File: config.mk
export PLATFORM = sky130hd
export DESIGN_NAME = fetch_queue_flat
export DESIGN_NICKNAME = d
export VERILOG_FILES = /design/src/rtl/fetch_queue_if.sv /design/src/rtl/fetch_queue.sv /design/src/flat_wrapper.sv
export SDC_FILE = /design/constraint.sdc
export NUM_CORES = 1
export LEC_CHECK = 0
export ABC_AREA = 1
export CORE_MARGIN = 4
export CORE_UTILIZATION = 68
export CTS_BUF_LIST = sky130_fd_sc_hd__clkbuf_16
export DETAILED_ROUTE_END_ITERATION = 12
export DONT_BUFFER_PORTS = 1
export PLACE_DENSITY = 0.91
export SLEW_MARGIN = 20
export SYNTH_ARGS = -nofsm -noshare
export SYNTH_HDL_FRONTEND = slang
export SYNTH_SLANG_ARGS = --single-unit
export TNS_END_PERCENT = 5
File: constraint.sdc
create_clock -name clk_i -period 4.45 [get_ports clk_i]
set_input_delay 0.2225 -clock clk_i [delete_from_list [all_inputs] [get_ports clk_i]]
set_output_delay 0.2225 -clock clk_i [all_outputs]
set_load 0.05 [all_outputs]
File: src/rtl/fetch_queue_if.sv
// Instruction-memory read bus: fetch_queue drives it as master, the memory system answers as slave.
interface fetch_queue_if #(
  parameter int ADDR_W  = 16,
  parameter int INSTR_W = 16
);
  logic               mem_rd;
  logic [ADDR_W-1:0]  mem_addr;
  logic               mem_cancel;
  logic               mem_done;
  logic [INSTR_W-1:0] mem_rdata;

  modport master (output mem_rd, mem_addr, mem_cancel, input mem_done, mem_rdata);
  modport slave  (input mem_rd, mem_addr, mem_cancel, output mem_done, mem_rdata);
endinterface

File: src/rtl/fetch_queue.sv
// Instruction-fetch front end: one outstanding read feeding a DEPTH-entry prefetch queue to decode.
// Optional FETCH_BYPASS_EN: forward a response straight to decode when the queue is empty.
module fetch_queue #(
  parameter int                 ADDR_W    = 16,
  parameter int                 INSTR_W   = 16,
  parameter int                 DEPTH     = 4,
  parameter logic [ADDR_W-1:0]  RESET_PC  = '0,
  parameter logic [INSTR_W-1:0] NOP_INSTR = 'h0800
) (
  input  logic               clk_i,
  input  logic               rst_ni,
  input  logic               halt_i,
  input  logic               br_valid_i,
  input  logic [ADDR_W-1:0]  br_pc_i,
  input  logic               dec_hold_i,
  output logic               out_valid_o,
  output logic [INSTR_W-1:0] out_instr_o,
  output logic [ADDR_W-1:0]  out_next_pc_o,
  output logic               fetch_stall_o,
  fetch_queue_if.master      mem
);
  localparam int PW = $clog2(DEPTH);
  localparam int CW = PW + 1;

  typedef enum logic [1:0] {S_IDLE = 2'd0, S_WAIT = 2'd1, S_DRAIN = 2'd2} state_e;
  typedef struct packed {
    logic [ADDR_W-1:0]  next_pc;
    logic [INSTR_W-1:0] instr;
  } entry_t;

  state_e            state_q, state_d;
  logic [ADDR_W-1:0] fetch_pc_q, fetch_pc_d;
  logic [ADDR_W-1:0] addr_q, addr_d, addr_inc;
  logic [CW-1:0]     count_q, count_d;
  logic [PW-1:0]     head_q, tail_q;
  entry_t            fifo_q [DEPTH];
  logic              done, push, pop, bypass, q_valid, space;

  assign addr_inc = addr_q + ADDR_W'(2);
  assign done     = (state_q == S_WAIT) && mem.mem_done;
  assign q_valid  = (count_q != '0) && !br_valid_i;

`ifdef FETCH_BYPASS_EN
  assign bypass = (count_q == '0) && done && !br_valid_i && !dec_hold_i;
`else
  assign bypass = 1'b0;
`endif

  // A bypassed response is consumed directly, so it never occupies an entry.
  assign push = done && !br_valid_i && !bypass;
  assign pop  = q_valid && !dec_hold_i;

  always_comb begin
    count_d = count_q + {{(CW-1){1'b0}}, push} - {{(CW-1){1'b0}}, pop};
    if (br_valid_i) count_d = '0;
  end
  assign space = (count_d < CW'(DEPTH));

  always_ff @(posedge clk_i or negedge rst_ni) begin
    if (!rst_ni) state_q <= S_IDLE;
    else         state_q <= state_d;
  end

  always_comb begin
    state_d = state_q;
    unique case (state_q)
      S_IDLE:  if (!br_valid_i && !halt_i && space) state_d = S_WAIT;
      S_WAIT: begin
        if (br_valid_i)        state_d = mem.mem_done ? S_IDLE : S_DRAIN;
        else if (mem.mem_done) state_d = (!halt_i && space) ? S_WAIT : S_IDLE;
      end
      // The read being cancelled must still complete; a redirect here only retargets fetch_pc.
      S_DRAIN: if (mem.mem_done) state_d = S_IDLE;
      default: state_d = S_IDLE;
    endcase
  end

  always_comb begin
    mem.mem_rd     = (state_q != S_IDLE);
    mem.mem_cancel = (state_q == S_DRAIN);
    mem.mem_addr   = addr_q;
    fetch_stall_o  = (count_q == '0) && (state_q != S_IDLE);
    out_valid_o    = q_valid;
    out_instr_o    = q_valid ? fifo_q[head_q].instr   : NOP_INSTR;
    out_next_pc_o  = q_valid ? fifo_q[head_q].next_pc : '0;
`ifdef FETCH_BYPASS_EN
    if (bypass) begin
      out_valid_o   = 1'b1;
      out_instr_o   = mem.mem_rdata;
      out_next_pc_o = addr_inc;
    end
`endif
  end

  always_comb begin
    fetch_pc_d = fetch_pc_q;
    addr_d     = addr_q;
    if (br_valid_i) fetch_pc_d = br_pc_i;
    else if (done)  fetch_pc_d = addr_inc;
    // New read starts either from IDLE or back-to-back after a completed one.
    if (state_d == S_WAIT && (state_q == S_IDLE || done)) addr_d = fetch_pc_d;
  end

  always_ff @(posedge clk_i or negedge rst_ni) begin
    if (!rst_ni) begin
      fetch_pc_q <= RESET_PC;
      addr_q     <= '0;
      count_q    <= '0;
      head_q     <= '0;
      tail_q     <= '0;
    end else begin
      fetch_pc_q <= fetch_pc_d;
      addr_q     <= addr_d;
      count_q    <= count_d;
      if (br_valid_i) begin
        head_q <= '0;
        tail_q <= '0;
      end else begin
        if (push) tail_q <= tail_q + PW'(1);
        if (pop)  head_q <= head_q + PW'(1);
      end
    end
  end

  always_ff @(posedge clk_i) begin
    if (push) fifo_q[tail_q] <= '{next_pc: addr_inc, instr: mem.mem_rdata};
  end

endmodule

File: src/flat_wrapper.sv
// flat-port wrapper written by rule: the top's interface ports become plain ports
module fetch_queue_flat 
#(
  parameter int                 ADDR_W    = 16,
  parameter int                 INSTR_W   = 16,
  parameter int                 DEPTH     = 4,
  parameter logic [ADDR_W-1:0]  RESET_PC  = '0,
  parameter logic [INSTR_W-1:0] NOP_INSTR = 'h0800
)
  (clk_i, rst_ni, halt_i, br_valid_i, br_pc_i, dec_hold_i, out_valid_o, out_instr_o, out_next_pc_o, fetch_stall_o, mem_mem_rd, mem_mem_addr, mem_mem_cancel, mem_mem_done, mem_mem_rdata);
  fetch_queue_if #(.ADDR_W(ADDR_W), .INSTR_W(INSTR_W)) mem_i ();
  input  logic clk_i;
  input  logic rst_ni;
  input  logic halt_i;
  input  logic br_valid_i;
  input  logic [ADDR_W-1:0] br_pc_i;
  input  logic dec_hold_i;
  output logic out_valid_o;
  output logic [INSTR_W-1:0] out_instr_o;
  output logic [ADDR_W-1:0] out_next_pc_o;
  output logic fetch_stall_o;
  output wire logic [$bits(mem_i.mem_rd)-1:0] mem_mem_rd;
  output wire logic [$bits(mem_i.mem_addr)-1:0] mem_mem_addr;
  output wire logic [$bits(mem_i.mem_cancel)-1:0] mem_mem_cancel;
  input wire logic [$bits(mem_i.mem_done)-1:0] mem_mem_done;
  input wire logic [$bits(mem_i.mem_rdata)-1:0] mem_mem_rdata;
  assign mem_mem_rd = mem_i.mem_rd;
  assign mem_mem_addr = mem_i.mem_addr;
  assign mem_mem_cancel = mem_i.mem_cancel;
  assign mem_i.mem_done = mem_mem_done;
  assign mem_i.mem_rdata = mem_mem_rdata;
  fetch_queue #(.ADDR_W(ADDR_W), .INSTR_W(INSTR_W), .DEPTH(DEPTH), .RESET_PC(RESET_PC), .NOP_INSTR(NOP_INSTR)) u_core (.clk_i(clk_i), .rst_ni(rst_ni), .halt_i(halt_i), .br_valid_i(br_valid_i), .br_pc_i(br_pc_i), .dec_hold_i(dec_hold_i), .out_valid_o(out_valid_o), .out_instr_o(out_instr_o), .out_next_pc_o(out_next_pc_o), .fetch_stall_o(fetch_stall_o), .mem(mem_i));
endmodule
==> summary.md <==
| Metric | Value |
|---|---|
| GRT Total Usage | 0.285 |
| Drt initial violations | 582 |
| Xor-xnor portion of the synthesized cell area | 0.00705 |
| Dominant cells by area after synthesis | edfxtp_1, dfrtp_1, nor2_1 |
| Die Height | 111 um |
| CP Capture Type | register |
| Number of global-route vias before repair | 5396 |
| WP data required | 4.80 ns |
| Clk_lat worst skew | 0.43 ns |
| Max Used Layer | met4 |
| Tmin final | 3.17 ns |
| CTS sink count | 169 |
| Syn_area_per_cell | 10.4 um^2 |
| Total of max-cap violations | 0 |
| Largest delay share family, worst path | buffers and inverters |
| Final worst path period share | 0.712 |
| Critical path class | reg -> reg |
| Hold Vio Cnt, Final | 0 |
| Routed length on met3 | 1.66 mm |
| Worst hold path class | in -> reg |
| Ant diodes | 0 |
| Multiplexer area fraction after synthesis | 0 |
| Hold Slack | 0.0241 ns |
| Worst Path Buf+Inv | 6 |
| Main combinational cell family by area after synthesis | simple AND/OR/NAND/NOR gates |
| Seq/Total Area, Yosys | 0.670 |
| Grt total ovfl | 0 |
| Crit-path slowest cell | dfrtp_1 |
| Num CTS Buffers | 17 |
| Setup violators final | 0 |
| Sequential Power Share | 0.468 |
| Count leader, synth | nor2_1 |
| Fmax | 315 MHz |
| Vias per Instance | 6.06 |
| DR WL met2 | 8.75 mm |
| Crit-path cells | inv_1 -> nand3_1 -> nand2_1 -> buf_4 -> nor2_1 -> ha_1 -> inv_1 -> ha_1 -> inv_1 -> fa_1 -> inv_1 -> nand2_1 -> nand3_2 -> nand4_4 -> inv_2 -> nand2_1 -> nand2_1 |
| Post-cts sizing count | 0 |
| Combinational Power Share | 0.254 |
| Total power draw | 0.00502 W |
| Synth Area in Compound Gates | 0.0738 |
| Worst Clk Skew | 0.0159 ns |
| Core Area | 10400 um^2 |
| Remaining antenna violation count after routing | 0 |
| Via count | 5306 |
| Power Internal | 0.00303 W |
| Startpoint Class | register |
| Number of flops mapped to enable cells by yosys | 128 |
| DR pass1 iterations | 5 |
| CP peak stage delay | 0.41 ns |
| Pwr dens | 605 nW/um^2 |
| CTS max path bufs | 2 |
| Syn_nets | 742 |
| Crit-path max FO | 33 |
| Nets@finish | 774 |
| Mapped Cells | 696 |
| Drt drc | 0 |
| Psw | 0.00199 W |
| Static Leak | 3.27 nW |
| IO buf count | 0 |
| Worst rel slew slack | 0.237 |
| Least-Margin Pin Slew | 1.15 ns |
| Fin. max-slew vios | 0 |
| Pin count of the biggest net entering global routing | 66 |
| Synth top cells by count | nor2_1, nand2_1, edfxtp_1 |
| Routability cong. | 0.802 |
| Synth async-reset ratio | 0.243 |
| Layout cell share with drive strength beyond 1 | 0.108 |
| Area grow syn2layout | 14.0% |
| Final core occ | 0.800 |
| Status | finished, final reports clean |
| Die width | 111 um |
| Maximum vdd drop | 0.495 mV |
| Met1 wire length | 6.13 mm |
| Initial Util | 0.701 |
| Synth cell types | 32 |
| IO Pins | 90 |
| First-pass GRT wire length | 27.4 mm |
| Synth Area in Simple Gates | 0.188 |
| Clock root buffer | clkbuf_16 |
| Total Neg Setup Slack | 0 ns |
| # rows | 37 |
| Die area | 12400 um^2 |
| Synth area leader | edfxtp_1 |
| Clock slew at reported path FFs | 0.06 ns |
| Post-synthesis adder-cell area fraction | 0.0148 |
| Clock power frac | 0.278 |
| RSZ-0062 raised after global routing | false |
| Initial antenna violation count | 0 |
| Routed wire length per instance | 19.5 um |
| Post-DP HPWL | 9.63 mm |
| Switching Fraction | 0.396 |
| Worst endpoint data arrival time | 3.52 ns |
| CTS tree | done |
| Synthesized cell area | 7270 um^2 |
| Synth top area share | 0.529 |
| Synth Flop Type | edfxtp_1 |
| CTS H-tree lvls | 4 |
| #FFs+latches synth | 169 |
| YS warnings | 0 |
| Final wirelength | 17.1 mm |
[state kept, by name, indices dropped and copies added (netlist names)]
register / flops
u_core.fifo_q: 128
u_core.fetch_pc_q: 16
u_core.mem.mem_addr: 16
u_core.count_q: 3
u_core.head_q: 2
u_core.state_q: 2
u_core.tail_q: 2
[cell type report]
| cell class | instances | area, um^2 |
|---|---|---|
| Fill cell | 560 | 2080 |
| Timing Repair Buffer | 44 | 405 |
| Inverter | 49 | 184 |
| Multi-Input combinational cell | 447 | 2100 |
| Clock inverter | 14 | 135 |
| Clock buffer | 17 | 425 |
| Sequential cell | 169 | 4870 |
| Tap cell | 136 | 170 |
[kinds of logic (layout without fill, tap and decap cells)]
kind of cell             after synthesis  in the layout
adder cells (fa/ha/maj)                8              8
AO/OA/AOI/OAI                        105            105
buffers and inverters                 80            124
XOR/XNOR                               5              5
flip-flops                           169            169
AND/OR/NAND/NOR                      329            329
[cells in the final DEF (no fill, tap or decap), drive strengths merged, types with 2 or more instances in the layout]
cell type / synthesis / final
ha: 7 / 7
nand3: 22 / 22
dlygate4sd3: 0 / 25
bufinv: 0 / 2
and2: 4 / 4
inv: 48 / 49
a21oi: 32 / 32
o21ai: 69 / 69
xor2: 4 / 4
nand4: 6 / 6
nand2: 139 / 139
buf: 17 / 19
or2: 2 / 2
dfrtp: 41 / 41
edfxtp: 128 / 128
clkbuf: 14 / 17
clkinv: 1 / 8
clkinvlp: 0 / 4
nor2: 156 / 156
[metrics by stage]
stage	cells	area [um^2]	worst slack (ns)
global placement	819	7460	1.52
CTS	876	8290	1.31
finish	876	8290	1.28
detailed placement	819	7460	1.32
floorplan	696	7270	1.79
global route	876	8290	1.08
[power by group through the flow]
stage               clock network (W)  logic, W  registers, W
floorplan                           0  0.000978       0.00230
global placement                    0   0.00114       0.00237
detailed placement                  0   0.00121       0.00237
CTS                           0.00138   0.00125       0.00234
global route                  0.00147   0.00139       0.00236
finish                        0.00139   0.00128       0.00235
[worst paths after layout]
path	from	endpoint	slack, ns	depth (start not counted)
setup / recovery	u_core.count_q[1]	u_core.mem.mem_addr[11]	1.28	17
hold / removal	br_valid_i	u_core.state_q[0]	0.02	2
setup reg to reg	u_core.count_q[1]	u_core.mem.mem_addr[11]	1.28	17
hold reg to reg	u_core.fetch_pc_q[0]	u_core.fetch_pc_q[0]	0.48	2
max in group asynchronous	rst_ni	u_core.head_q[0]	3.98	2
min in group asynchronous	rst_ni	u_core.fetch_pc_q[7]	0.26	2
[per-layer routing]
metal	track usage	vias to the layer above
li1	-	2381
met1	0.333	2509
met2	0.494	360
met3	0.0799	56
met4	0.127	0
met5	0	-
[timing repair]
action                    4_1_cts  5_1_grt
hold endpoints to repair      114        0
hold buffers                   26        0
buffers inserted                0        0
(Power assumes the default switching activity.)
